**src/rtl/seq_pkg.sv**
```systemverilog
// -----------------------------------------------------------------------------
// seq_pkg
// Shared constants for the serial pattern detector family.
//   PAT_LEN_MAX : largest supported pattern length (bits)
//   K_W         : width of the matched-prefix / fill counters (holds 0..PAT_LEN_MAX)
//   CNT_W       : width of the saturating match counter
//   CNT_MAX     : saturation value of the match counter
//   SEG_0..SEG_F: active-low 7-segment glyphs, bit order {g,f,e,d,c,b,a}
// -----------------------------------------------------------------------------
package seq_pkg;

  localparam int PAT_LEN_MAX = 8;
  localparam int K_W         = $clog2(PAT_LEN_MAX + 1);
  localparam int CNT_W       = 8;

  localparam logic [CNT_W-1:0] CNT_MAX = '1;

  localparam logic [6:0] SEG_0 = 7'b1000000;
  localparam logic [6:0] SEG_1 = 7'b1111001;
  localparam logic [6:0] SEG_2 = 7'b0100100;
  localparam logic [6:0] SEG_3 = 7'b0110000;
  localparam logic [6:0] SEG_4 = 7'b0011001;
  localparam logic [6:0] SEG_5 = 7'b0010010;
  localparam logic [6:0] SEG_6 = 7'b0000010;
  localparam logic [6:0] SEG_7 = 7'b1111000;
  localparam logic [6:0] SEG_8 = 7'b0000000;
  localparam logic [6:0] SEG_9 = 7'b0010000;
  localparam logic [6:0] SEG_A = 7'b0001000;
  localparam logic [6:0] SEG_B = 7'b0000011;
  localparam logic [6:0] SEG_C = 7'b1000110;
  localparam logic [6:0] SEG_D = 7'b0100001;
  localparam logic [6:0] SEG_E = 7'b0000110;
  localparam logic [6:0] SEG_F = 7'b0001110;

endpackage

```
**src/rtl/seg7_hex.sv**
```systemverilog
// -----------------------------------------------------------------------------
// seg7_hex
// Hex digit to active-low 7-segment decoder (purely combinational).
// Ports:
//   digit : in  [3:0]  value 0..F
//   seg   : out [6:0]  active-low segments {g,f,e,d,c,b,a}
// -----------------------------------------------------------------------------
module seg7_hex
  import seq_pkg::*;
(
  input  logic [3:0] digit,
  output logic [6:0] seg
);

  always_comb begin
    seg = SEG_0;
    unique case (digit)
      4'h0: seg = SEG_0;
      4'h1: seg = SEG_1;
      4'h2: seg = SEG_2;
      4'h3: seg = SEG_3;
      4'h4: seg = SEG_4;
      4'h5: seg = SEG_5;
      4'h6: seg = SEG_6;
      4'h7: seg = SEG_7;
      4'h8: seg = SEG_8;
      4'h9: seg = SEG_9;
      4'hA: seg = SEG_A;
      4'hB: seg = SEG_B;
      4'hC: seg = SEG_C;
      4'hD: seg = SEG_D;
      4'hE: seg = SEG_E;
      4'hF: seg = SEG_F;
      default: seg = SEG_0;
    endcase
  end

endmodule

```
**src/rtl/seq_detector_n.sv**
```systemverilog
// -----------------------------------------------------------------------------
// seq_detector_n
// Serial pattern detector for a loadable PAT_LEN-bit pattern. The state k is
// the length of the longest pattern prefix that equals a suffix of the bits
// received since the last restart; a match is flagged while k == PAT_LEN.
//
// Parameters:
//   PAT_LEN  : pattern length in bits, 2..8
//   PAT_INIT : pattern after reset; bit PAT_LEN-1 is the first bit expected
//   OVERLAP  : 1 = a new match may reuse bits of the previous one,
//              0 = detection restarts from scratch after each match
//
// Ports:
//   Clock     : in   system clock, rising edge
//   Resetn    : in   asynchronous active-low reset
//   w         : in   serial data bit, sampled when en = 1
//   en        : in   sample enable; en = 0 holds k, history, z and match_cnt
//   load      : in   capture pat_in and restart detection (wins over en)
//   pat_in    : in   [PAT_LEN-1:0] new pattern
//   clr       : in   synchronous clear of match_cnt (wins over a match)
//   z         : out  1 while a full match is held (registered, Moore)
//   match_cnt : out  [7:0] saturating number of matches
//   CurState  : out  [3:0] current matched-prefix length k
//   HEX0      : out  [6:0] active-low hex display of CurState
//               (present only when SEQ_DETECTOR_HEX_EN is defined)
//
// Configuration macro: SEQ_DETECTOR_HEX_EN
// -----------------------------------------------------------------------------
module seq_detector_n
  import seq_pkg::*;
#(
  parameter int                 PAT_LEN  = 4,
  parameter logic [PAT_LEN-1:0] PAT_INIT = PAT_LEN'(4'b1101),
  parameter bit                 OVERLAP  = 1'b1
) (
  input  logic               Clock,
  input  logic               Resetn,
  input  logic               w,
  input  logic               en,
  input  logic               load,
  input  logic [PAT_LEN-1:0] pat_in,
  input  logic               clr,
  output logic               z,
  output logic [CNT_W-1:0]   match_cnt,
`ifdef SEQ_DETECTOR_HEX_EN
  output logic [6:0]         HEX0,
`endif
  output logic [3:0]         CurState
);

  localparam logic [K_W-1:0] K_FULL = K_W'(PAT_LEN);

  // Registered state
  logic [PAT_LEN-1:0] pat_q;    // active pattern
  logic [PAT_LEN-1:0] hist_q;   // received bits, bit 0 newest
  logic [K_W-1:0]     fill_q;   // number of valid bits in hist_q
  logic [K_W-1:0]     k_q;      // matched-prefix length
  logic [CNT_W-1:0]   cnt_q;    // saturating match counter

  // Next-state terms
  logic [PAT_LEN-1:0] hist_shift;
  logic [K_W-1:0]     fill_avail;
  logic [K_W-1:0]     fill_next;
  logic [K_W-1:0]     k_next;
  logic               match_next;
  logic               hit;

  // The oldest history bit is shifted out before it can take part in any
  // comparison (the window including the new w is only PAT_LEN bits wide).
  logic unused_hist_msb;
  assign unused_hist_msb = hist_q[PAT_LEN-1];

  // Window of the last PAT_LEN bits including the bit being sampled now.
  assign hist_shift = {hist_q[PAT_LEN-2:0], w};

  // Bits usable for this edge's comparison: the stored fill plus the new bit.
  // In non-overlapping mode fill_q is already 0 after a match, so only the
  // new bit can contribute on the following edge.
  assign fill_avail = (fill_q < K_FULL) ? fill_q + K_W'(1) : K_FULL;

  // Longest j <= fill_avail for which the last j window bits equal the first
  // j pattern bits. Ascending j, so the last hit wins and is the longest.
  always_comb begin
    k_next = '0;
    hit    = 1'b0;
    for (int j = 1; j <= PAT_LEN; j++) begin
      hit = (K_W'(j) <= fill_avail);
      for (int i = 0; i < j; i++) begin
        if (hist_shift[i] != pat_q[PAT_LEN-j+i]) begin
          hit = 1'b0;
        end
      end
      if (hit) begin
        k_next = K_W'(j);
      end
    end
  end

  assign match_next = (k_next == K_FULL);

  // Non-overlapping mode forgets the history on the match edge itself.
  always_comb begin
    fill_next = fill_avail;
    if (!OVERLAP && match_next) begin
      fill_next = '0;
    end
  end

  always_ff @(posedge Clock or negedge Resetn) begin
    if (!Resetn) begin
      pat_q  <= PAT_INIT;
      hist_q <= '0;
      fill_q <= '0;
      k_q    <= '0;
    end else if (load) begin
      // A load restarts detection and discards w on this edge.
      pat_q  <= pat_in;
      hist_q <= '0;
      fill_q <= '0;
      k_q    <= '0;
    end else if (en) begin
      hist_q <= hist_shift;
      fill_q <= fill_next;
      k_q    <= k_next;
    end
  end

  // Counter: clr beats a simultaneous match; a load edge never counts.
  always_ff @(posedge Clock or negedge Resetn) begin
    if (!Resetn) begin
      cnt_q <= '0;
    end else if (clr) begin
      cnt_q <= '0;
    end else if (en && !load && match_next && (cnt_q != CNT_MAX)) begin
      cnt_q <= cnt_q + CNT_W'(1);
    end
  end

  assign z         = (k_q == K_FULL);
  assign match_cnt = cnt_q;
  assign CurState  = 4'(k_q);

`ifdef SEQ_DETECTOR_HEX_EN
  seg7_hex u_seg7_hex (
    .digit (CurState),
    .seg   (HEX0)
  );
`endif

endmodule
```
**config.mk**
```make
export PLATFORM = sky130hd
export DESIGN_NAME = seq_detector_n
export DESIGN_NICKNAME = d
export VERILOG_FILES = /design/src/rtl/seq_pkg.sv /design/src/rtl/seg7_hex.sv /design/src/rtl/seq_detector_n.sv
export SDC_FILE = /design/constraint.sdc
export NUM_CORES = 1
export LEC_CHECK = 0
export ABC_AREA = 1
export CAP_MARGIN = 25
export CELL_PAD_IN_SITES_DETAIL_PLACEMENT = 1
export CELL_PAD_IN_SITES_GLOBAL_PLACEMENT = 1
export CORE_UTILIZATION = 38
export DETAILED_ROUTE_END_ITERATION = 16
export PLACE_DENSITY = 0.79
export REMOVE_ABC_BUFFERS = 1
export SYNTH_ARGS = -nofsm -noshare
export SYNTH_HDL_FRONTEND = slang
export SYNTH_SLANG_ARGS = --single-unit
```
**constraint.sdc**
```tcl
create_clock -name Clock -period 1.52 [get_ports Clock]
set_input_delay 0.228 -clock Clock [delete_from_list [all_inputs] [get_ports Clock]]
set_output_delay 0.228 -clock Clock [all_outputs]
set_load 0.01 [all_outputs]
```
==> flow_results.org, run 1 <==
** STA
- Setup violations remaining at the end of the flow were counted as 1.
- On the final layout, the worst clock skew is 0.001487 ns.
- Final Hold Fails :: 0
- Post-route clock period utilization :: 100.3%
- Top achievable clock speed :: 655.9 MHz
- Setup repair after global routing could not meet its margin everywhere.
- After layout, the worst setup slack is -0.004517 ns.
- Final period demand of the worst path :: 1.525 ns
- The final max-slew violation count was 0.

** Placement
- In this run the tool buffered the top-level ports with 21 buffer cells.
- Worst Setup Slack post-DPL :: -0.1160 ns
- In this run the cell area measured after placement is 1633 um^2.
- Once detailed placement completed, the half-perimeter wirelength came to 2608 um.
- Number of cells in the design after placement :: 245
- Gp weighted congestion :: 0.8581

** Route
- WL/cell :: 13.38 um
- The count of nets left with antenna violations once routing finished came out at 0.
- Via count :: 1286
- DRC Markers :: 0
- Number of search-and-repair iterations in the first detailed-routing pass :: 4
- After detailed routing, the total wire length is 3505 um.
- DR iter-0 viols :: 32
- Number of vias per cell after detailed routing :: 4.908

** Synthesis
- Warnings from Yosys :: 0
- Post-synthesis sequential area ratio :: 41.52%
- Synthesis produced a netlist whose cell count is 175.
- A synthesized cell averages 7.629 um^2.
- In this run, distinct cell masters in the synthesized netlist total 22.
- Netlist area before placement :: 1335 um^2
- Flip-flop and latch count after synthesis :: 22

** Clocking
- Clock latency on the worst-skew pair :: 0.31 ns
- Quantity of hold-fixing buffers added after cts :: 0
- Buffer depth of the longest clock path :: 2
- CTS tree :: built
- Cell at the root of the clock tree :: clkbuf_4
- In this run the number of H-tree levels came out at 1.
- Clock input transition at the sequential cells of the worst setup and hold paths :: 0.12 ns
- Number of buffers inserted during clock tree synthesis :: 3
- The clock drives 22 sinks.

** Floorplanning
- The die covers 3754 um^2.
- Initial standard-cell utilization of the core :: 39.69%
- In this run the core area contains 21 standard-cell rows.
- In this run the standard cell core region covers 3363 um^2.
- Die Height :: 61.27 um
- Measured along the x axis, the die boundary spans 61.27 um.
- IO Pins :: 23

** Status
- The run finished, with violations left.
- The checks that failed: negative setup slack.

** Setup path
- Largest stage delay, worst path :: 0.42 ns
- On the critical path, the stage with the largest delay is an instance of dfrtp_1.
- Most repeated library cell on the critical path :: nor2_4
- Req. time, crit path :: 1.78 ns
- In this run the worst path has a maximum fanout of 8.
- Category of the worst setup path capture point :: flop
- Crit path launch type :: flop
- Data on the critical path arrives at its endpoint at 1.78 ns.
- Crit-path cells :: ha_2, inv_2, nand2_4, inv_4, nor2_4, nand3_2, nor2_4, nand4_1, nand2_1
- Class of the most critical setup path :: flop to flop

** Layout
- Summing all multi-input logic gate instances after layout gives 681.9 um^2.
- The post-route netlist has 26.85% of its cells at a drive strength greater than 1.
- Synth-to-Final Area Change :: 35.15%
- Total area of sequential cells :: 560.5 um^2
- 0 antenna diodes ended up in the layout.
- The finished cells cover 1804 um^2.
- Cells fill 53.65% of the core in the end.
- Nets :: 229
- Count of fill cells added during filler insertion :: 442
- Leaving out filler cells and counting taps, the final layout contains 262.

** Power and ir drop
- Cell internal pwr :: 0.0008144 W
- The analysis attributes to net switching a power of 0.0003218 W.
- Maximum VDD drop :: 0.4663 mV
- Total power for the finished layout comes to 0.001136 W.
- Part of the total power dissipated in the clock network :: 24.9%
- Part of the total power dissipated in sequential elements :: 55.6%
- Comb pwr share :: 19.5%
- Net switching is 28.32% of the power.
- Leakage Power :: 0.9275 nW
- For this design the ratio of total power to cell area is 629.8 nW/um^2.

** GRT
- In the global route stage, overall resource usage came out at 20.99%.
- Largest net degree at the start of global routing :: 23
- The number of global-route vias before repair came to 1294.
- Initial antenna violation count :: 0
- After global routing the overflow that remains totals 0.
- The first global-routing pass estimated 5727 um of wire.

** Min path
- The tightest min-delay check is of the primary input to async pin type.

** Flow run
- Number of max-capacitance violations reported :: 0
[logic make-up after synthesis]
logic type,after synthesis,synth area share [%]
DFF,22,41.52
buffers and inverters,34,10.40
and+or+nand+nor,95,35.15
xor gates and xnor gates,9,5.905
AOI/OAI and AO/OA,12,4.873
other,1,0.2809
adders and majority gates,2,1.874
[per-layer routing]
| metal | share of wire, % | global-route usage, % | up-vias |
|---|---|---|---|
| li1 | - | - | 636 |
| met1 | 42 | 24.77 | 619 |
| met2 | 54 | 38.20 | 21 |
| met3 | 1.9 | 2.101 | 10 |
| met4 | 2.5 | 9.740 | 0 |
| met5 | 0 | 0 | - |
[sequential cells by signal (all words and copies together), names as in the netlist]
name	flops
match_cnt	8
fill_q	4
pat_q	4
CurState	3
hist_q	3
[worst paths after layout]
path                                             from                        to  slack [ns]  cells after the start
worst min-delay path                           Resetn   CurState[2]$_DFFE_PN0P_        0.25                      2
worst max register to register  fill_q[0]$_DFFE_PN0P_  match_cnt[1]$_DFFE_PN0P_      -0.005                      9
max in group asynchronous                      Resetn      pat_q[3]$_DFFE_PN1P_        0.98                      2
worst max-delay path            fill_q[0]$_DFFE_PN0P_  match_cnt[1]$_DFFE_PN0P_      -0.005                      9
min in group Clock                          pat_in[2]      pat_q[2]$_DFFE_PN1P_        0.43                      3
worst min register to register   pat_q[2]$_DFFE_PN1P_      pat_q[2]$_DFFE_PN1P_        0.49                      2
[through the flow]
step	TNS, ns	hold slack [ns]
6_report	-0.004517	0.2536
5_1_grt	-0.2881	0.2699
4_1_cts	0	0.2625
3_5_place_dp	-0.8747	0.4733
3_3_place_gp	-0.1938	0.4740
2_1_floorplan	0	-0.06759
[critical path: cells and delay by family, from the launching register on]
kind	cells	cell delay (ns)
flip-flops	1	0.42
adder cells (fa/ha/maj)	1	0.19
buffers and inverters	2	0.08
AND/OR/NAND/NOR	6	0.76
[timing repair]
action,4_1_cts,5_1_grt
buffers inserted,7,5
setup endpoints to repair,11,11
resized for setup,7,12
pin swaps,0,11
gates cloned,0,1
[cell usage in the layout, fill, tap and decap left out, drive strengths merged]
cell and instances:
clkbuf 4, nor3 1, dfstp 3, o22ai 4
clkdlybuf4s50 17, conb 1, inv 29, buf 20
nand4 11, nor2 11, xor2 2, ha 2
o21ai 8, xnor2 7, nand3 20, nand2 53
dlygate4sd2 1, dfrtp 19, dlymetal6s2s 3
[power groups by stage]
stage / combinational (W) / sequential [W] / clock (W)
floorplan: 0.000105 / 0.000646 / 0
global placement: 0.000194 / 0.000643 / 0
detailed placement: 0.000204 / 0.000645 / 0
CTS: 0.000208 / 0.000634 / 0.000291
global route: 0.000250 / 0.000635 / 0.000313
finish: 0.000221 / 0.000631 / 0.000283
[cells in the mapped netlist]
library cell / number / area, um^2
inv_2: 6 / 22.52
nor2_1: 4 / 15.01
inv_1: 23 / 86.33
buf_4: 2 / 15.01
nor2_4: 2 / 22.52
conb_1: 1 / 3.750
dfstp_2: 3 / 78.83
nand2_2: 4 / 25.02
xor2_1: 2 / 17.52
nand2_1: 49 / 183.9
dfrtp_1: 19 / 475.5
nand3_2: 2 / 20.02
nor3_1: 1 / 5.000
o22ai_1: 4 / 25.02
nand4_1: 11 / 68.82
nor2_2: 5 / 31.28
nand3_4: 1 / 17.52
o21ai_0: 8 / 40.04
nand3_1: 16 / 80.08
ha_1: 2 / 25.02
xnor2_1: 7 / 61.31
buf_2: 3 / 15.01
[cell type report]
| class | instances | area share [%] |
|---|---|---|
| Sequential cell | 22 | 31.07 |
| Timing Repair Buffer | 41 | 20.32 |
| Tap cell | 46 | 3.190 |
| Clock buffer | 4 | 1.456 |
| Multi-Input combinational cell | 120 | 37.79 |
| Inverter | 29 | 6.172 |
No activity file was read; power rests on OpenSTA's default activity.
==> run 2, diff against run 1 <==
--- a/config.mk
+++ b/config.mk
@@ -5,11 +5,10 @@
 export SDC_FILE = /design/constraint.sdc
 export NUM_CORES = 1
 export LEC_CHECK = 0
-export ABC_AREA = 1
 export CAP_MARGIN = 25
 export CELL_PAD_IN_SITES_DETAIL_PLACEMENT = 1
 export CELL_PAD_IN_SITES_GLOBAL_PLACEMENT = 1
-export CORE_UTILIZATION = 38
+export CORE_UTILIZATION = 41
 export DETAILED_ROUTE_END_ITERATION = 16
 export PLACE_DENSITY = 0.79
 export REMOVE_ABC_BUFFERS = 1
==> run 2 against run 1 <==
  * Highest routed layer unchanged
  * Core utilization rose by 7.1 points
  * Die area fell by 0.18%
  * Global-route usage is 3.6 points higher
  * Clock-buffer cell count stayed put
  * Area after synthesis grew 7.7%
  * Sequential power rose by 2%
  * Wire length increased by 28%
  * The flow still finishes with violations (negative setup slack)
  * Sequential share of layout area down 3.6 points
  * Non-clock buffer count up 14
  * Critical path depth is 4 lower
  * Setup slack got worse by 0.29 ns
  * Clock skew up 0.0067 ns
==> flow_results.org, run 2 <==
** Layout
- The register with the most flip-flops in the layout has 8 of them.
- The repair_antennas step left the layout with diodes totalling 0.
- In the final design database the tool counted 209 nets.
- The library cell used most frequently in the layout, excluding fill and tap cells, is buf_4.
- Cells fill 60.70% of the core in the end.
- Count of fill cells added during filler insertion :: 396
- Proportion of layout cells with a drive suffix above 1 :: 37.24%
- Most frequent cells in the layout :: 31 x buf_4, 18 x nor2_1, 17 x dfrtp_1
- Excluding fillers, the count of instances in the completed layout stands at 242.
- From synthesis to final layout, the design area changed by 40.90%.

** Synthesis
- The commonest cells after synthesis are 20 x nor2_1, 19 x dfrtp_1, 11 x nand2_1.
- Post-synthesis sequential area ratio :: 38.56%
- Count of distinct cell types in the synthesized netlist :: 46
- The synthesized design devotes to its leading area cell type 33.07% of total area.
- Synthesis inferred 22 register bits.
- Leading post-synthesis cells by cell area :: dfrtp_1 33%, dfstp_2 5.5%, nor2_1 5.2%
- nor2_1 is the most common cell in the netlist.
- The largest total area in the synthesized netlist belongs to dfrtp_1.
- Among all flip-flop cells after synthesis, the most frequent one is dfrtp_1.
- Dividing the synthesized area by the synthesized cell count gives 9.780 um^2.
- Number of synthesized flops with an enable pin :: 0
- During synthesis, Yosys emitted a total of 0 warnings.
- Of all flip-flops after synthesis, the portion carrying an async set or reset was 100.0%.
- Netlist area before placement :: 1438 um^2
- In the synthesized netlist, the number of instances is 147.

** Route
- The final route contains 1371 vias.
- For this run, design rule violations remaining after detail routing come to 0.
- Number of vias per cell after detailed routing :: 5.665
- The detail route stage leaves a number of antenna-violating nets equal to 0.
- The detailed router finished its first iteration with 67 violations.
- After detailed routing, the total wire length is 4489 um.
- In the final routed layout, each cell accounts on average for 18.55 um.
- For this run, the detailed router's first-pass iteration total came to 4.

** Setup path
- STA classifies the critical path endpoint as a flop.
- At the worst endpoint, the arrival time is 2.05 ns.
- Worst reg2reg setup slack :: -0.30 ns
- Req. time, crit path :: 1.75 ns
- Of all nets on the critical path, the largest fanout is 4.
- Class of the most critical setup path :: flop to flop
- STA classifies the critical path startpoint as a flop.

** Placement
- Input/output buffers :: 21
- Once detailed placement completed, the half-perimeter wirelength came to 3077 um.
- Number of cells in the design after placement :: 235
- Gp weighted congestion :: 0.8003
- Worst Setup Slack post-DPL :: -0.5034 ns

** STA
- Final worst slack :: -0.2984 ns
- Across all hold checks on the routed design, the worst slack comes to 0.2267 ns.
- Top achievable clock speed :: 549.9 MHz
- Clock skew after layout :: 0.008219 ns
- Setup repair after global routing missed its margin :: yes
- Number of setup violations in the final report :: 10
- Subtracting the final worst setup slack from the clock period gives 1.818 ns.
- The final max-slew violation count was 0.
- Dividing the final minimum period by the clock period gives 119.6%.
- Final Hold Fails :: 0
- TNS Setup :: -2.080 ns

** Clocking
- Counting every sink on the clock net gives 22.
- Clock input transition at the sequential cells of the worst setup and hold paths :: 0.14 ns
- Counting along the longest clock path gives a buffer depth of 2.
- Clock latency on the worst-skew pair :: 0.34 ns
- In this run the number of H-tree levels came out at 1.
- TritonCTS built the clock tree.
- The tree is rooted in a clkbuf_4.
- After clock tree synthesis, the flow added hold-fix buffers numbering 0.
- TritonCTS created 3 clock buffers.

** Power and ir drop
- Net Switching :: 0.0004287 W
- Combinational logic is responsible for 28.3% of the overall power.
- Part of the total power dissipated in the clock network :: 23.4%
- For this design the static power due to leakage is 0.9535 nW.
- Cell internal pwr :: 0.0009057 W
- In this run, flip-flops and latches consume 48.3% of the power.
- The worst-case IR drop observed on VDD is 0.4062 mV.
- Net switching is 32.13% of the power.
- PD cells :: 658.7 nW/um^2

** Floorplanning
- Placeable core region :: 3337 um^2
- IO Pins :: 23
- Measured along the y axis, the die boundary spans 61.22 um.
- Horizontal die dimension :: 61.22 um
- Initial standard-cell utilization of the core :: 43.08%
- Floorplan row count :: 21
- Overall die area :: 3747 um^2

** GRT
- For this run, the total global-route usage over all layers was measured as 24.62%.
- Entering global routing, the biggest net connects 23 pins.
- Global-route wire length before repair :: 6465 um
- Vias in the first global route :: 1370
- After global routing the overflow that remains totals 0.
- Initial antenna violation count :: 0

** Status
- Violated checks :: negative setup slack
- The run finished, with violations left.

** Min path
- The tightest min-delay check is of the primary input to async pin type.

** Flow run
- Across the run, the number of max-cap violations was 0.
run 2: cell count changes after synthesis, moves of 5 or more:
cell,before,now
nand2_1,49,11
a21oi_1,0,6
mux2i_1,0,6
nand3_1,16,4
inv_2,6,0
nand2b_1,0,5
nor2_1,4,20
nor2_2,5,0
inv_1,23,1
xnor2_1,7,1
clkbuf_1,0,6
nand4_1,11,4
run 2: worst max-delay path, stage by stage, from the launching register on:
cell     delay [ns]
dfstp_2        0.62
xnor2_4        0.14
nand4_4        0.11
nor4_4         0.33
nand4_1        0.18
mux2_4         0.34
run 2: stage by stage:
stage               area (um^2)  power [W]
floorplan                  1374  0.0008144
global placement           1874  0.0009574
detailed placement         1874  0.0009770
CTS                        1989   0.001311
global route               2026   0.001383
finish                     2026   0.001334
run 2: layout make-up:
class / count / area (um^2) / share of cell area [%]
Clock buffer: 4 / 26.28 / 1.297
Inverter: 1 / 3.754 / 0.1853
Multi-Input combinational cell: 114 / 912.1 / 45.03
Sequential cell: 22 / 556.8 / 27.49
Tap cell: 46 / 57.56 / 2.841
Timing Repair Buffer: 55 / 469.2 / 23.16
run 2: routing by layer:
layer	wire [um]	vias up	global-route usage (%)
li1	-	621	-
met3	128	15	3.782
met5	0	-	0
met4	167	0	11.36
met2	2390	35	43.48
met1	1803	700	29.34
run 2: repair_timing:
item / in CTS / in global routing
pin swaps: 7 / 4
gates cloned: 0 / 0
endpoints found under the setup margin: 21 / 15
endpoints found under the hold margin: 0 / 0
gates resized for setup: 23 / 19
buffers inserted: 3 / 0
run 2: path summary, 6_finish.rpt:
path	cells after the start	endpoint	startpoint
worst max-delay path	5	match_cnt[7]$_DFFE_PN0P_	pat_q[2]$_DFFE_PN1P_
worst min-delay path	2	CurState[2]$_DFFE_PN0P_	Resetn
worst max register to register	5	match_cnt[7]$_DFFE_PN0P_	pat_q[2]$_DFFE_PN1P_
worst min register to register	1	CurState[1]$_DFFE_PN0P_	CurState[1]$_DFFE_PN0P_
max in group asynchronous	2	pat_q[3]$_DFFE_PN1P_	Resetn
min in group Clock	3	pat_q[1]$_DFFE_PN0P_	pat_in[1]
run 2: logic make-up after synthesis:
kind of cell / synth area share (%)
fa+ha+maj: 1.740
flops: 38.56
other cells: 0.2608
xor+xnor: 7.920
compound gates: 13.14
simple gates: 25.59
mux: 8.094
buf+inv: 4.699
run 2: power groups by stage:
stage               logic [W]  registers, W  clock network (W)
detailed placement   0.000322      0.000655                  0
CTS                  0.000356      0.000644           0.000312
floorplan            0.000147      0.000668                  0
finish               0.000378      0.000645           0.000312
global route         0.000404      0.000647           0.000331
global placement     0.000307      0.000651                  0
==> run 3, diff against run 2 <==
--- a/config.mk
+++ b/config.mk
@@ -5,6 +5,7 @@
 export SDC_FILE = /design/constraint.sdc
 export NUM_CORES = 1
 export LEC_CHECK = 0
+export ABC_CLOCK_PERIOD_IN_PS = 1520
 export CAP_MARGIN = 25
 export CELL_PAD_IN_SITES_DETAIL_PLACEMENT = 1
 export CELL_PAD_IN_SITES_GLOBAL_PLACEMENT = 1
==> results of run 3 <==
No change in the layout: final DEF, timing and power equal those of run 2.
